$ cat config.mk
export PLATFORM = sky130hd
export DESIGN_NAME = display_scan_ctrl_flat
export DESIGN_NICKNAME = d
export VERILOG_FILES = /design/src/rtl/display_scan_ctrl_pkg.sv /design/src/rtl/display_scan_ctrl_if.sv /design/src/rtl/display_scan_ctrl_display7.sv /design/src/rtl/display_scan_ctrl.sv /design/src/flat_wrapper.sv
export SDC_FILE = /design/constraint.sdc
export NUM_CORES = 1
export LEC_CHECK = 0
export BUFFER_PORTS_ARGS = -buffer_cell sky130_fd_sc_hd__buf_2
export CORE_ASPECT_RATIO = 2
export CORE_MARGIN = 2
export CORE_UTILIZATION = 55
export CTS_BUF_LIST = sky130_fd_sc_hd__clkbuf_8
export DETAILED_ROUTE_END_ITERATION = 8
export GPL_TIMING_DRIVEN = 1
export PLACE_DENSITY = 0.76
export SKIP_LAST_GASP = 1
export SLEW_MARGIN = 20
export SYNTH_ARGS = -nofsm -noshare
export SYNTH_HDL_FRONTEND = slang
export SYNTH_SLANG_ARGS = --single-unit
export TNS_END_PERCENT = 30
$ cat constraint.sdc
create_clock -name clk -period 4.4 [get_ports clk]
set_clock_uncertainty 0.15 [all_clocks]
set_input_delay 0.66 -clock clk [delete_from_list [all_inputs] [get_ports clk]]
set_output_delay 0.66 -clock clk [all_outputs]
set_load 0.005 [all_outputs]
$ cat src/rtl/display_scan_ctrl_pkg.sv
// Shared types and helpers for the multiplexed 7-segment scan controller.
package display_scan_ctrl_pkg;

  typedef enum logic {
    BLANK = 1'b0,
    SHOW  = 1'b1
  } scan_state_t;

  // Widest display value the nibble helper accepts (16 digits).
  localparam int NIB_VEC_W = 64;

  function automatic logic [3:0] nibble(input logic [NIB_VEC_W-1:0] vec, input int idx);
    logic [NIB_VEC_W-1:0] sh;
    sh = vec >> (4 * idx);
    return sh[3:0];
  endfunction

endpackage

$ cat src/rtl/display_scan_ctrl_if.sv
// Load/ack handshake and display-mode control between a value producer and the scan controller.
interface display_scan_ctrl_if #(
  parameter int N_DIGITS = 4
);

  logic [4*N_DIGITS-1:0] data_in;
  logic                  load;
  logic                  blank_lz;
  logic                  ack;

  modport master (
    output data_in,
    output load,
    output blank_lz,
    input  ack
  );

  modport slave (
    input  data_in,
    input  load,
    input  blank_lz,
    output ack
  );

endinterface

$ cat src/rtl/display_scan_ctrl_display7.sv
// Hex to 7-segment decoder for a common-anode digit; seg = {g,f,e,d,c,b,a}, active low.
module display7 (
  input  logic [3:0] s_mux,
  output logic [6:0] seg
);

  // Glyph lookup, all sixteen hex values.
  always_comb begin
    seg = 7'h7F;
    case (s_mux)
      4'h0:    seg = 7'h40;
      4'h1:    seg = 7'h79;
      4'h2:    seg = 7'h24;
      4'h3:    seg = 7'h30;
      4'h4:    seg = 7'h19;
      4'h5:    seg = 7'h12;
      4'h6:    seg = 7'h02;
      4'h7:    seg = 7'h78;
      4'h8:    seg = 7'h00;
      4'h9:    seg = 7'h10;
      4'hA:    seg = 7'h08;
      4'hB:    seg = 7'h03;
      4'hC:    seg = 7'h46;
      4'hD:    seg = 7'h21;
      4'hE:    seg = 7'h06;
      4'hF:    seg = 7'h0E;
      default: seg = 7'h7F;
    endcase
  end

endmodule

$ cat src/rtl/display_scan_ctrl.sv
// Time-multiplexed N-digit scan controller: blank slot + show slot per digit, frame-aligned
// commit of double-buffered values, optional leading-zero suppression.
module display_scan_ctrl
  import display_scan_ctrl_pkg::*;
#(
  parameter int N_DIGITS        = 4,
  parameter int TICKS_PER_DIGIT = 27000,
  parameter int BLANK_TICKS     = 270,
  localparam int DSEL_W         = (N_DIGITS > 1) ? $clog2(N_DIGITS) : 1
) (
  input  logic                 clk,
  input  logic                 rst,
  display_scan_ctrl_if.slave   bus,
  output logic                 frame_done,
  output logic [DSEL_W-1:0]    digit_sel,
  output logic [3:0]           digit_val,
  output logic [N_DIGITS-1:0]  an,
  output logic [6:0]           seg
);

  localparam int DW      = 4 * N_DIGITS;
  localparam int MAX_LEN = (TICKS_PER_DIGIT > BLANK_TICKS) ? TICKS_PER_DIGIT : BLANK_TICKS;
  localparam int CNT_W   = (MAX_LEN > 1) ? $clog2(MAX_LEN) : 1;

  localparam logic [CNT_W-1:0]  CNT_ZERO   = CNT_W'(0);
  localparam logic [CNT_W-1:0]  CNT_ONE    = CNT_W'(1);
  localparam logic [CNT_W-1:0]  SHOW_LAST  = CNT_W'(TICKS_PER_DIGIT - 1);
  localparam logic [CNT_W-1:0]  BLANK_LAST = CNT_W'(BLANK_TICKS - 1);
  localparam logic [DSEL_W-1:0] DSEL_ZERO  = DSEL_W'(0);
  localparam logic [DSEL_W-1:0] DSEL_ONE   = DSEL_W'(1);
  localparam logic [DSEL_W-1:0] DSEL_LAST  = DSEL_W'(N_DIGITS - 1);

  scan_state_t          state_r, state_s;
  logic [CNT_W-1:0]     cnt_r, cnt_s;
  logic [DSEL_W-1:0]    dsel_r, dsel_s;
  logic [DW-1:0]        pend_r, disp_r, disp_s;
  logic                 pending_r, pending_s;
  logic                 ack_r, ack_s;
  logic                 frame_done_r, frame_end_s;
  logic [N_DIGITS-1:0]  an_r, an_s, dark_s;
  logic [3:0]           digit_val_r, digit_val_s;
  logic                 all_zero_s;

  // Scan sequencing: blank/show slot timing and digit advance.
  always_comb begin
    state_s = state_r;
    cnt_s   = cnt_r + CNT_ONE;
    dsel_s  = dsel_r;
    case (state_r)
      BLANK: begin
        if (cnt_r == BLANK_LAST) begin
          state_s = SHOW;
          cnt_s   = CNT_ZERO;
        end else begin
          state_s = BLANK;
        end
      end
      SHOW: begin
        if (cnt_r == SHOW_LAST) begin
          state_s = BLANK;
          cnt_s   = CNT_ZERO;
          if (dsel_r == DSEL_LAST) begin
            dsel_s = DSEL_ZERO;
          end else begin
            dsel_s = dsel_r + DSEL_ONE;
          end
        end else begin
          state_s = SHOW;
        end
      end
      default: begin
        state_s = BLANK;
        cnt_s   = CNT_ZERO;
        dsel_s  = DSEL_ZERO;
      end
    endcase
  end

  // Double buffer, commit decision and next-cycle output images.
  always_comb begin
    // Outputs are registered, so flag the final cycle of the frame one edge early.
    frame_end_s = (state_s == SHOW) && (cnt_s == SHOW_LAST) && (dsel_s == DSEL_LAST);
    ack_s       = frame_end_s && (pending_r || bus.load);
    // ack_r marks the frame's last cycle with a commit due; the swap happens as it ends.
    disp_s      = disp_r;
    if (ack_r) begin
      disp_s = pend_r;
    end else begin
      disp_s = disp_r;
    end
    pending_s = pending_r;
    if (bus.load) begin
      pending_s = 1'b1;
    end else if (ack_r) begin
      pending_s = 1'b0;
    end else begin
      pending_s = pending_r;
    end
    all_zero_s = 1'b1;
    dark_s     = '0;
    for (int i = N_DIGITS - 1; i >= 1; i--) begin
      all_zero_s = all_zero_s && (nibble(NIB_VEC_W'(disp_s), i) == 4'h0);
      dark_s[i]  = bus.blank_lz && all_zero_s;
    end
    an_s = '1;
    if ((state_s == SHOW) && !dark_s[dsel_s]) begin
      an_s[dsel_s] = 1'b0;
    end else begin
      an_s = '1;
    end
    digit_val_s = nibble(NIB_VEC_W'(disp_s), int'(dsel_s));
  end

  // State and output registers with synchronous reset.
  always_ff @(posedge clk) begin
    if (rst) begin
      state_r      <= BLANK;
      cnt_r        <= CNT_ZERO;
      dsel_r       <= DSEL_ZERO;
      pend_r       <= '0;
      disp_r       <= '0;
      pending_r    <= 1'b0;
      ack_r        <= 1'b0;
      frame_done_r <= 1'b0;
      an_r         <= '1;
      digit_val_r  <= 4'h0;
    end else begin
      state_r      <= state_s;
      cnt_r        <= cnt_s;
      dsel_r       <= dsel_s;
      pend_r       <= bus.load ? bus.data_in : pend_r;
      disp_r       <= disp_s;
      pending_r    <= pending_s;
      ack_r        <= ack_s;
      frame_done_r <= frame_end_s;
      an_r         <= an_s;
      digit_val_r  <= digit_val_s;
    end
  end

  assign bus.ack    = ack_r;
  assign frame_done = frame_done_r;
  assign digit_sel  = dsel_r;
  assign digit_val  = digit_val_r;
  assign an         = an_r;

  display7 u_display7 (
    .s_mux (digit_val_r),
    .seg   (seg)
  );

endmodule

$ cat src/flat_wrapper.sv
// flat-port wrapper written by rule: the top's interface ports become plain ports
module display_scan_ctrl_flat import display_scan_ctrl_pkg::*;
#(
  parameter int N_DIGITS        = 4,
  parameter int TICKS_PER_DIGIT = 27000,
  parameter int BLANK_TICKS     = 270,
  localparam int DSEL_W         = (N_DIGITS > 1) ? $clog2(N_DIGITS) : 1
)
  (clk, rst, frame_done, digit_sel, digit_val, an, seg, bus_data_in, bus_load, bus_blank_lz, bus_ack);
  display_scan_ctrl_if #(.N_DIGITS(N_DIGITS)) bus_i ();
  input  logic clk;
  input  logic rst;
  output logic frame_done;
  output logic [DSEL_W-1:0] digit_sel;
  output logic [3:0] digit_val;
  output logic [N_DIGITS-1:0] an;
  output logic [6:0] seg;
  input wire logic [$bits(bus_i.data_in)-1:0] bus_data_in;
  input wire logic [$bits(bus_i.load)-1:0] bus_load;
  input wire logic [$bits(bus_i.blank_lz)-1:0] bus_blank_lz;
  output wire logic [$bits(bus_i.ack)-1:0] bus_ack;
  assign bus_i.data_in = bus_data_in;
  assign bus_i.load = bus_load;
  assign bus_i.blank_lz = bus_blank_lz;
  assign bus_ack = bus_i.ack;
  display_scan_ctrl #(.N_DIGITS(N_DIGITS), .TICKS_PER_DIGIT(TICKS_PER_DIGIT), .BLANK_TICKS(BLANK_TICKS)) u_core (.clk(clk), .rst(rst), .bus(bus_i), .frame_done(frame_done), .digit_sel(digit_sel), .digit_val(digit_val), .an(an), .seg(seg));
endmodule
==> impl_results.md, run 1 <==
- Status: complete, no violations
- Worst hold path class: reg2reg
- Top cell type's share of synthesized area: 0.416
- Reg-to-Reg Start: u_core.cnt_r[0]
- Final hold slack: 0.307 ns
- Synth top cells by count: 68 x dfxtp_1, 58 x nor2_1, 39 x mux2i_1
- CP Launch Type: register
- CP arrival: around 3.6 ns
- Largest net degree at the start of global routing: 47
- Dpl hpwl: around 5.1 mm
- Nets: 404
- Initial antenna violation count: 0
- CP max FO: 7
- DR DRC count: 0
- Drt total wl: about 7 mm
- Area of the multi-input gates: 0.00176 mm²
- Fin. Hold Viols: 0
- Final Setup Violations: 0
- Max clock buf depth: 2
- IR drop worst, VDD: approximately 330 µV
- DR WL/cell: 15.4 µm
- Crit. End Element: register
- CTS tree: done
- Most common cell in the netlist: dfxtp_1
- Dominant synthesized flop cell: dfxtp_1
- Total power: 0.00120 W
- R2r setup slk: approximately 0.95 ns
- CTS Hold Bufs: 0
- Static Leak: 1.46 nW
- Synth cell types: 65
- Ant. Diodes: 0
- Clock transition at the registers of the reported paths: 0.07 ns
- Max-slew headroom: 0.462
- H-tree levels: 3
- First-pass iteration count of the detailed router: 4
- Slew @ Worst Pin: approximately 0.81 ns
- Core area: 0.00571 mm²
- Post-synth ARST share: 0
- Crit path time final: about 3.5 ns
- Share of the yosys chip area belonging to registers: 0.416
- Port bufs: 38
- Unrepaired setup endpoints after global routing: false
- Clk sink count: about 70
- Fmax: just under 0.3 GHz
- Post-synthesis register bit count: just under 70
- Starting Density: 0.574
- Die width: 58.6 µm
- Worst Reg-to-Reg Cells: 11
- Period utilization: 0.785
- GRT Util Overall: 0.222
- First-pass GRT wire length: around 11 mm
- Register area: about 0.0014 mm²
- Hold EP: u_core.bus.ack
- Synth Net Count: 372
- Worst hold path stage count: 1
- Post-placement setup slack: between 0.9 and 1 ns
- Fin Setup TNS: 0 ns
- Mapped Cells: between 300 and 400
- FP Rows: 39
- Worst min-delay path startpoint: u_core.pending_r
- Syn Area/Cell: between 9 and 10 µm²
- Pins Over Slew Limit: 0
- Post-synth EDFFs: 0
- Synth Warn #: 0
- Area Growth Syn to Fin: 11.3%
- CTS resizes: 0
- Synth area leader: dfxtp_1
- Gp weighted congestion: roughly 0.86
- Die height: 113 µm
- Max Cap Viol: 0
- I/O pin count: 39
- Worst-Skew Late Latency: about 0.36 ns
- Crit path kind: reg2reg
- PnR worst setup slack: about 0.95 ns
- Via count: 2555
- Fraction of layout cells with a size suffix above 1: 0.215
- Req. time, crit path: 4.50 ns
- Vias in the first global route: between 2000 and 2500
- Post-CTS Setup Inserts: 0
- RR Endpoint: u_core.u_display7.seg[5]
- Avg Vias per Cell: a little under 6
- Fill cell count: 483
- Root Buffer: clkbuf_8
- GR Overflow Total: 0
- Synth Cell Area: between 0.003 and 0.004 mm²
- Synth top area cells: dfxtp_1 42%, mux2i_1 12%, nor2_1 6.6%, ha_1 3.1%, xnor2_1 2.1%
- Non-filler cells, final: approximately 440
- Post-route ant nets: 0
- Post-placement cell count: 426
- DIE AREA: about 0.0066 mm²
- Initial drt markers: 67
- Num CTS Buffers: 9
- Pwr Density: about 330 mW/mm²
-- metal layers --
layer / part of all wire / track usage / wire length, µm / vias up
met5: 0 / 0 / 0 / -
met4: 0.023 / 0.116 / 158 / 0
met3: 0.034 / 0.0640 / 233 / 12
met2: 0.56 / 0.401 / 3830 / 49
met1: 0.38 / 0.218 / 2580 / 1206
li1: - / - / - / 1288
-- area by class of cell --
type,instances,share of cell area
Clock inverter,5,0.0141
Inverter,10,0.0117
Sequential cell,68,0.374
Clock buffer,11,0.0416
Timing Repair Buffer,39,0.0543
Tap cell,61,0.0209
Multi-Input combinational cell,248,0.484
-- worst max path at each step --
stage                          from  slack [ns]                  endpoint  depth (start not counted)
floorplan           u_core.cnt_r[0]        1.31  u_core.u_display7.seg[5]                         12
global placement    u_core.cnt_r[0]        1.14  u_core.u_display7.seg[5]                         11
detailed placement  u_core.cnt_r[0]        0.97  u_core.u_display7.seg[5]                         11
CTS                 u_core.cnt_r[0]        0.96  u_core.u_display7.seg[5]                         11
global route        u_core.cnt_r[0]        0.77  u_core.u_display7.seg[5]                         11
finish              u_core.cnt_r[0]        0.95  u_core.u_display7.seg[5]                         11
-- worst max-delay path, cell delays in order, from the launching register on --
cell and delay (ns):
dfxtp_1 0.43, ha_1 0.23, nor2b_2 0.23, and4_1 0.36
a21oi_1 0.10, a31o_2 0.26, a221o_2 0.39, a211oi_2 0.35
inv_1 0.16, ha_1 0.29, mux2_2 0.28, o2bb2ai_1 0.11
-- where the power goes --
group | leakage (nW) | switching, W | internal, W
Combinational | 0.804 | 0.0000270 | 0.0000232
Clock | 0.107 | 0.000227 | 0.000288
Sequential | 0.552 | 0.0000118 | 0.000627
-- per-stage QoR --
step / cell area, µm² / utilization
after floorplan: 3270 / -
final: 3640 / 0.638
after global routing: 3640 / 0.638
after global placement: 3440 / 0.603
after detailed placement: 3440 / 0.603
after CTS: 3640 / 0.638
-- sequential cells by signal, indices dropped and copies added (netlist names) --
| register | cells |
|---|---|
| u_core.an | 4 |
| u_core.u_display7.seg | 7 |
| u_core.pend_r | 16 |
| u_core.digit_sel | 2 |
| u_core.state_r | 1 |
| u_core.bus.ack | 1 |
| u_core.frame_done | 1 |
| u_core.pending_r | 1 |
| u_core.disp_r | 16 |
| u_core.digit_val | 4 |
| u_core.cnt_r | 15 |
-- cell usage in the layout (no fill, tap or decap), drive strengths merged, types with 2 or more instances in the layout --
master   instances
dfxtp           68
nand2           15
o2111ai          2
o2bb2ai          2
a221o            2
o211ai           2
xnor2            8
nor4             7
xor2             4
clkbuf          11
nand4            4
and4             2
a311oi           2
nand4b           2
mux2             5
nor3             6
a21oi           13
ha               8
mux2i           39
o21a             3
clkinv           2
buf             39
and3             5
nor2            59
nor2b            3
o21ai           11
inv             11
or4              5
nand3b           2
nand3           13
a211oi           4
o22ai            2
nand2b           5
-- logic make-up (layout without fill, tap and decap cells) --
| kind of cell | after synthesis | count (layout) | share of synthesized area |
|---|---|---|---|
| AND/OR/NAND/NOR | 133 | 133 | 0.217 |
| buffers and inverters | 28 | 65 | 0.0458 |
| multiplexers | 44 | 44 | 0.138 |
| adder cells (fa/ha/maj) | 8 | 8 | 0.0306 |
| AO/OA/AOI/OAI | 51 | 51 | 0.122 |
| flip-flops | 68 | 68 | 0.416 |
| XOR/XNOR | 12 | 12 | 0.0321 |
Note: power is estimated with default switching activity, not from simulation.
==> run 2, diff against run 1 <==
- clock period: 4.4 -> 3.4 ns (I/O delays scaled with it)
==> run 2 against run 1 <==
Net effect:
- final cell count increased by 2.7%
- sequential share of layout area down 1.0 points
- via count rose by 4.5%
- cell area grew 3.1%
==> impl_results.md, run 2 (synthesis results as in run 1) <==
- DR DRC count: 0
- Pwr Density: between 400 and 500 mW/mm²
- Register area: roughly 0.0014 mm²
- Fill cell count: 473
- Crit path kind: reg2reg
- Most frequent cells in the layout: 66 x dfxtp_1, 58 x nor2_1, 39 x mux2i_1, 38 x buf_2
- Reg-to-Reg Start: u_core.cnt_r[11]
- Post-route ant nets: 0
- Cell breakdown of the critical path: and4_4, nand4_4, o211ai_1, nand2_2, a221o_2, a311oi_4, inv_1, ha_1, mux2i_1, a32o_1
- DIE AREA: roughly 0.0066 mm²
- Die width: between 50 and 60 µm
- Fmax: ~0.3 GHz
- Fin. Hold Viols: 0
- Period utilization: 0.964
- Fin Setup TNS: 0 ns
- Final Core Density: 0.658
- Status: complete, no violations
- Max clock buf depth: 2
- Drt total wl: around 7.4 mm
- I/O pin count: 39
- GR Overflow Total: 0
- H-tree levels: 3
- Initial antenna violation count: 0
- Post-placement setup slack: ~0.0098 ns
- Gp weighted congestion: 0.843
- CTS tree: done
- Area of the multi-input gates: 0.00178 mm²
- Area Growth Syn to Fin: 14.7%
- Slowest Stage Delay on Critical Path: 0.50 ns
- Final Setup Violations: 0
- Commonest non-fill, non-tap cell in the layout: dfxtp_1
- Static Leak: 1.52 nW
- Crit. End Element: register
- Nets: around 420
- Worst min-delay path startpoint: bus_data_in[14]
- Num CTS Buffers: 9
- Core area: ~0.0057 mm²
- Max-slew headroom: 0.607
- Initial drt markers: 99
- Worst hold path class: in2reg
- Via count: ~2700
- Die height: about 110 µm
- GRT Util Overall: 0.241
- PnR worst setup slack: about 0.12 ns
- Vias in the first global route: 2578
- Ant. Diodes: 0
- RR Endpoint: u_core.u_display7.seg[1]
- CP max FO: 8
- CP Launch Type: register
- First-pass iteration count of the detailed router: 4
- Worst-Skew Late Latency: 0.35 ns
- CP arrival: roughly 3.4 ns
- Crit path time final: 3.28 ns
- Fraction of layout cells with a size suffix above 1: 0.254
- Clk sink count: slightly below 70
- Max Cap Viol: 0
- IR drop worst, VDD: roughly 350 µV
- Slowest cell on the critical path: dfxtp_1
- Worst Reg-to-Reg Cells: 10
- R2r setup slk: roughly 0.12 ns
- Worst hold path stage count: 3
- Root Buffer: clkbuf_8
- Port bufs: 38
- FP Rows: 39
- Hold EP: u_core.pend_r[14]
- Avg Vias per Cell: about 5.9
- Dpl hpwl: between 5 and 6 mm
- Pins Over Slew Limit: 0
- Biggest regs: u_core.disp_r: 16 flops, u_core.pend_r: 16 flops, u_core.cnt_r: 15 flops
- Slew @ Worst Pin: 0.583 ns
- First-pass GRT wire length: between 10 and 15 mm
- Total power: between 0.0015 and 0.002 W
- DR WL/cell: around 16 µm
- Clock transition at the registers of the reported paths: approximately 0.070 ns
- Starting Density: 0.574
- Largest net degree at the start of global routing: 36
- Req. time, crit path: 3.50 ns
==> run 2: cell types whose count changed in the layout (fill, tap and decap cells not counted), sizes merged <==
cell,change
clkinvlp,+1
clkinv,+1
buf,+12
inv,-1
clkbuf,-1
==> run 2: repair_timing <==
action                                  CTS  global route
endpoints found under the setup margin    2             6
buffers inserted                          0             4
resized for setup                         1             7
hold buffers                              0             0
pin swaps                                 0             2
==> run 2: worst max-delay path, delay by kind of cell, from the launching register on <==
kind                       cells  cell delay (ns)
AOI/OAI and AO/OA              4             1.37
and+or+nand+nor                3             0.60
DFF                            1             0.50
adders and majority gates      1             0.33
buffers and inverters          1             0.14
muxes                          1             0.08
==> run 2: through the flow <==
stage	hold WS (ns)	instance area (µm²)	instances
6_report	0.239	3750	454
5_1_grt	0.234	3750	454
4_1_cts	0.223	3700	450
3_5_place_dp	0.290	3500	434
3_3_place_gp	0.287	3500	434
2_1_floorplan	0.278	3270	344
==> run 2: cell type report <==
| class | instances | area share |
|---|---|---|
| Sequential cell | 68 | 0.363 |
| Inverter | 10 | 0.0113 |
| Timing Repair Buffer | 51 | 0.0766 |
| Tap cell | 61 | 0.0203 |
| Clock buffer | 10 | 0.0367 |
| Multi-Input combinational cell | 248 | 0.475 |
| Clock inverter | 6 | 0.0170 |
==> run 2: worst max-delay path by stage <==
stage	start	endpoint	slack (ns)	cells past startpoint
2_1_floorplan	u_core.cnt_r[0]	u_core.u_display7.seg[5]	0.31	12
3_3_place_gp	u_core.cnt_r[0]	u_core.u_display7.seg[5]	0.15	11
3_5_place_dp	u_core.cnt_r[0]	u_core.u_display7.seg[5]	0.01	11
4_1_cts	u_core.cnt_r[0]	u_core.u_display7.seg[1]	0.01	11
5_1_grt	u_core.cnt_r[0]	u_core.u_display7.seg[1]	-0.04	11
6_report	u_core.cnt_r[11]	u_core.u_display7.seg[1]	0.12	10
==> run 2: routing by layer <==
metal,vias up,global-route usage,wire length [µm]
li1,1312,-,-
met1,1282,0.236,2660
met2,53,0.438,4190
met3,24,0.0583,218
met4,0,0.138,296
met5,-,0,0
==> run 2: where the power goes <==
group / internal (W) / switching, W / leakage, nW
combinational: 0.0000313 / 0.0000366 / 0.865
clock: 0.000357 / 0.000313 / 0.0983
sequential: 0.000812 / 0.0000157 / 0.552
==> run 3, diff against run 2 <==
- CELL_PAD_IN_SITES_DETAIL_PLACEMENT: default -> 1
- CELL_PAD_IN_SITES_GLOBAL_PLACEMENT: default -> 1
- CORE_UTILIZATION: 55 -> 46
- PLACE_DENSITY: 0.76 -> default
- PLACE_DENSITY_LB_ADDON: default -> 0.1
- SKIP_CTS_REPAIR_TIMING: default -> 1
==> run 3 against run 2 <==
Net effect:
- via count grew 1.0%
- register-to-register slack is essentially flat
- critical path depth grew 1
- largest power group is now clock
- sequential cell count is the same
- sequential power is essentially flat
- maximum frequency grew 0.42%
- combinational power grew 5.2%
- power grew 13%
- largest cell class unchanged
==> impl_results.md, run 3 (synthesis results as in run 1) <==
- Status: complete, no violations
- Met3 GRT Util: 0.0491
- Met2 global-route usage: 0.461
- Slowest cell on the critical path: a221o_2
- First-pass iteration count of the detailed router: 4
- Combinational power share: 0.040
- Largest delay contributor family on the critical path: compound AO/OA/AOI/OAI gates
- Vias in the first global route: 2827
- Die width: around 64 µm
- Post-route ant nets: 0
- Largest net degree at the start of global routing: 26
- IR drop worst, VDD: 292 µV
- Fin. Hold Viols: 0
- Area Growth Syn to Fin: 18.4%
- Root Buffer: clkbuf_8
- Hold EP: u_core.pend_r[14]
- Worst min-delay path startpoint: bus_data_in[14]
- FP Rows: 43
- Worst path most repeated cell: ha_1
- Fmax: 0.306 GHz
- Psw: ~0.00036 W
- Crit path time final: roughly 3.3 ns
- Max-slew headroom: 0.514
- Placed inst area: ~0.0036 mm²
- CP Launch Type: register
- Crit. End Element: register
- Static Leak: 1.57 nW
- CP arrival: 3.34 ns
- Slew @ Worst Pin: a little over 0.7 ns
- Max clock buf depth: 2
- Clock share of power: 0.493
- Clock transition at the registers of the reported paths: roughly 0.070 ns
- H-tree levels: 3
- Num CTS Buffers: 9
- CP max FO: 7
- Worst-Skew Late Latency: 0.35 ns
- Die height: 123 µm
- Grt peak-use layer: met2
- Req. time, crit path: around 3.5 ns
- GRT Util Overall: 0.232
- DR DRC count: 0
- Commonest non-fill, non-tap cell in the layout: dfxtp_1
- Worst hold path class: in2reg
- Clk sink count: 68
- I/O pin count: 39
- RR Endpoint: u_core.u_display7.seg[6]
- Final Setup Violations: 0
- Post-placement cell count: approximately 470
- DR WL/cell: ~17 µm
- Dpl hpwl: 6.36 mm
- Port bufs: 38
- Starting Density: 0.472
- Pins Over Slew Limit: 0
- Reg-to-Reg Start: u_core.cnt_r[1]
- Final hold slack: about 0.25 ns
- Nets: between 400 and 500
- Met1 Usage GRT: 0.215
- Post-placement setup slack: 0.00771 ns
- Period utilization: 0.960
- Fill cell count: around 820
- Non-filler cells, final: between 400 and 500
- Pwr Density: between 400 and 500 mW/mm²
- Slowest Stage Delay on Critical Path: ~0.40 ns
- Design area: about 0.0039 mm²
- Avg Vias per Cell: roughly 5.6
- Worst hold path stage count: 3
- PnR worst setup slack: 0.136 ns
- Gp weighted congestion: 0.788
- Final Core Density: 0.559
- GR Overflow Total: 0
- Via count: roughly 2700
- Power Internal: between 0.001 and 0.0015 W
- Max Cap Viol: 0
- First-pass GRT wire length: 13.7 mm
- Fraction of layout cells with a size suffix above 1: 0.258
- Crit path buf inv count: 1
- Worst Reg-to-Reg Cells: 11
- Most frequent cells in the layout: 68 x dfxtp_1, 58 x nor2_1, 39 x mux2i_1, 38 x buf_2, 16 x buf_4
- CTS tree: done
- DIE AREA: between 0.007 and 0.008 mm²
- Cell breakdown of the critical path: ha_1, nor2b_4, and4_4, a21oi_1, a31o_2, a221o_2, a311oi_4, inv_2, ha_1, mux2_2, o2bb2ai_1
- R2r setup slk: roughly 0.14 ns
- Net Sw Frac: 0.203
- Crit path kind: reg2reg
- Core area: 0.00694 mm²
- Biggest regs: u_core.disp_r: 16 flops, u_core.pend_r: 16 flops, u_core.cnt_r: 15 flops
- Ant. Diodes: 0
- Initial drt markers: between 100 and 150
- Drt total wl: 8.44 mm
- Initial antenna violation count: 0
- Register share of total power: 0.467
## run 3: worst max path at each step
stage,start,slack [ns],to,cells after the start
final,u_core.cnt_r[1],0.14,u_core.u_display7.seg[6],11
after global routing,u_core.cnt_r[1],-0.001,u_core.u_display7.seg[6],11
after floorplan,u_core.cnt_r[0],0.31,u_core.u_display7.seg[5],12
after detailed placement,u_core.cnt_r[1],0.008,u_core.u_display7.seg[5],11
after global placement,u_core.cnt_r[1],0.14,u_core.u_display7.seg[5],11
after CTS,u_core.cnt_r[1],-0.07,u_core.u_display7.seg[5],11
## run 3: power groups by stage
stage                     Sequential, W  Combinational, W  Clock [W]
final                          0.000827         0.0000714   0.000873
after global routing           0.000828         0.0000802   0.000920
after CTS                      0.000827         0.0000722   0.000884
after detailed placement       0.000845         0.0000718          0
after global placement         0.000845         0.0000686          0
after floorplan                0.000840         0.0000475          0
## run 3: layer usage
metal | wire, µm | share of wire
met3 | 231 | 0.027
met4 | 259 | 0.031
met2 | 4980 | 0.59
met1 | 2970 | 0.35
met5 | 0 | 0
## run 3: cell type report
cell class                 count  area, µm²  share of cell area
inverter                      10       42.5              0.0110
clock buffer                  13        179              0.0462
multi-input combinational    248       1780               0.459
sequential                    68       1360               0.351
clock inverter                 3       90.1              0.0232
tap                           90        113              0.0291
timing repair buffer          54        310              0.0801
## run 3: worst min-delay path, cell delays in order
cell and delay (ns):
buf_2 0.07, mux2i_1 0.05, nor2_1 0.07
## run 3: per-stage QoR
step	total power [W]	TNS, ns
after global placement	0.000913	0
after floorplan	0.000887	0
after global routing	0.00183	-0.00121
after CTS	0.00178	-0.178
final	0.00177	0
after detailed placement	0.000917	0
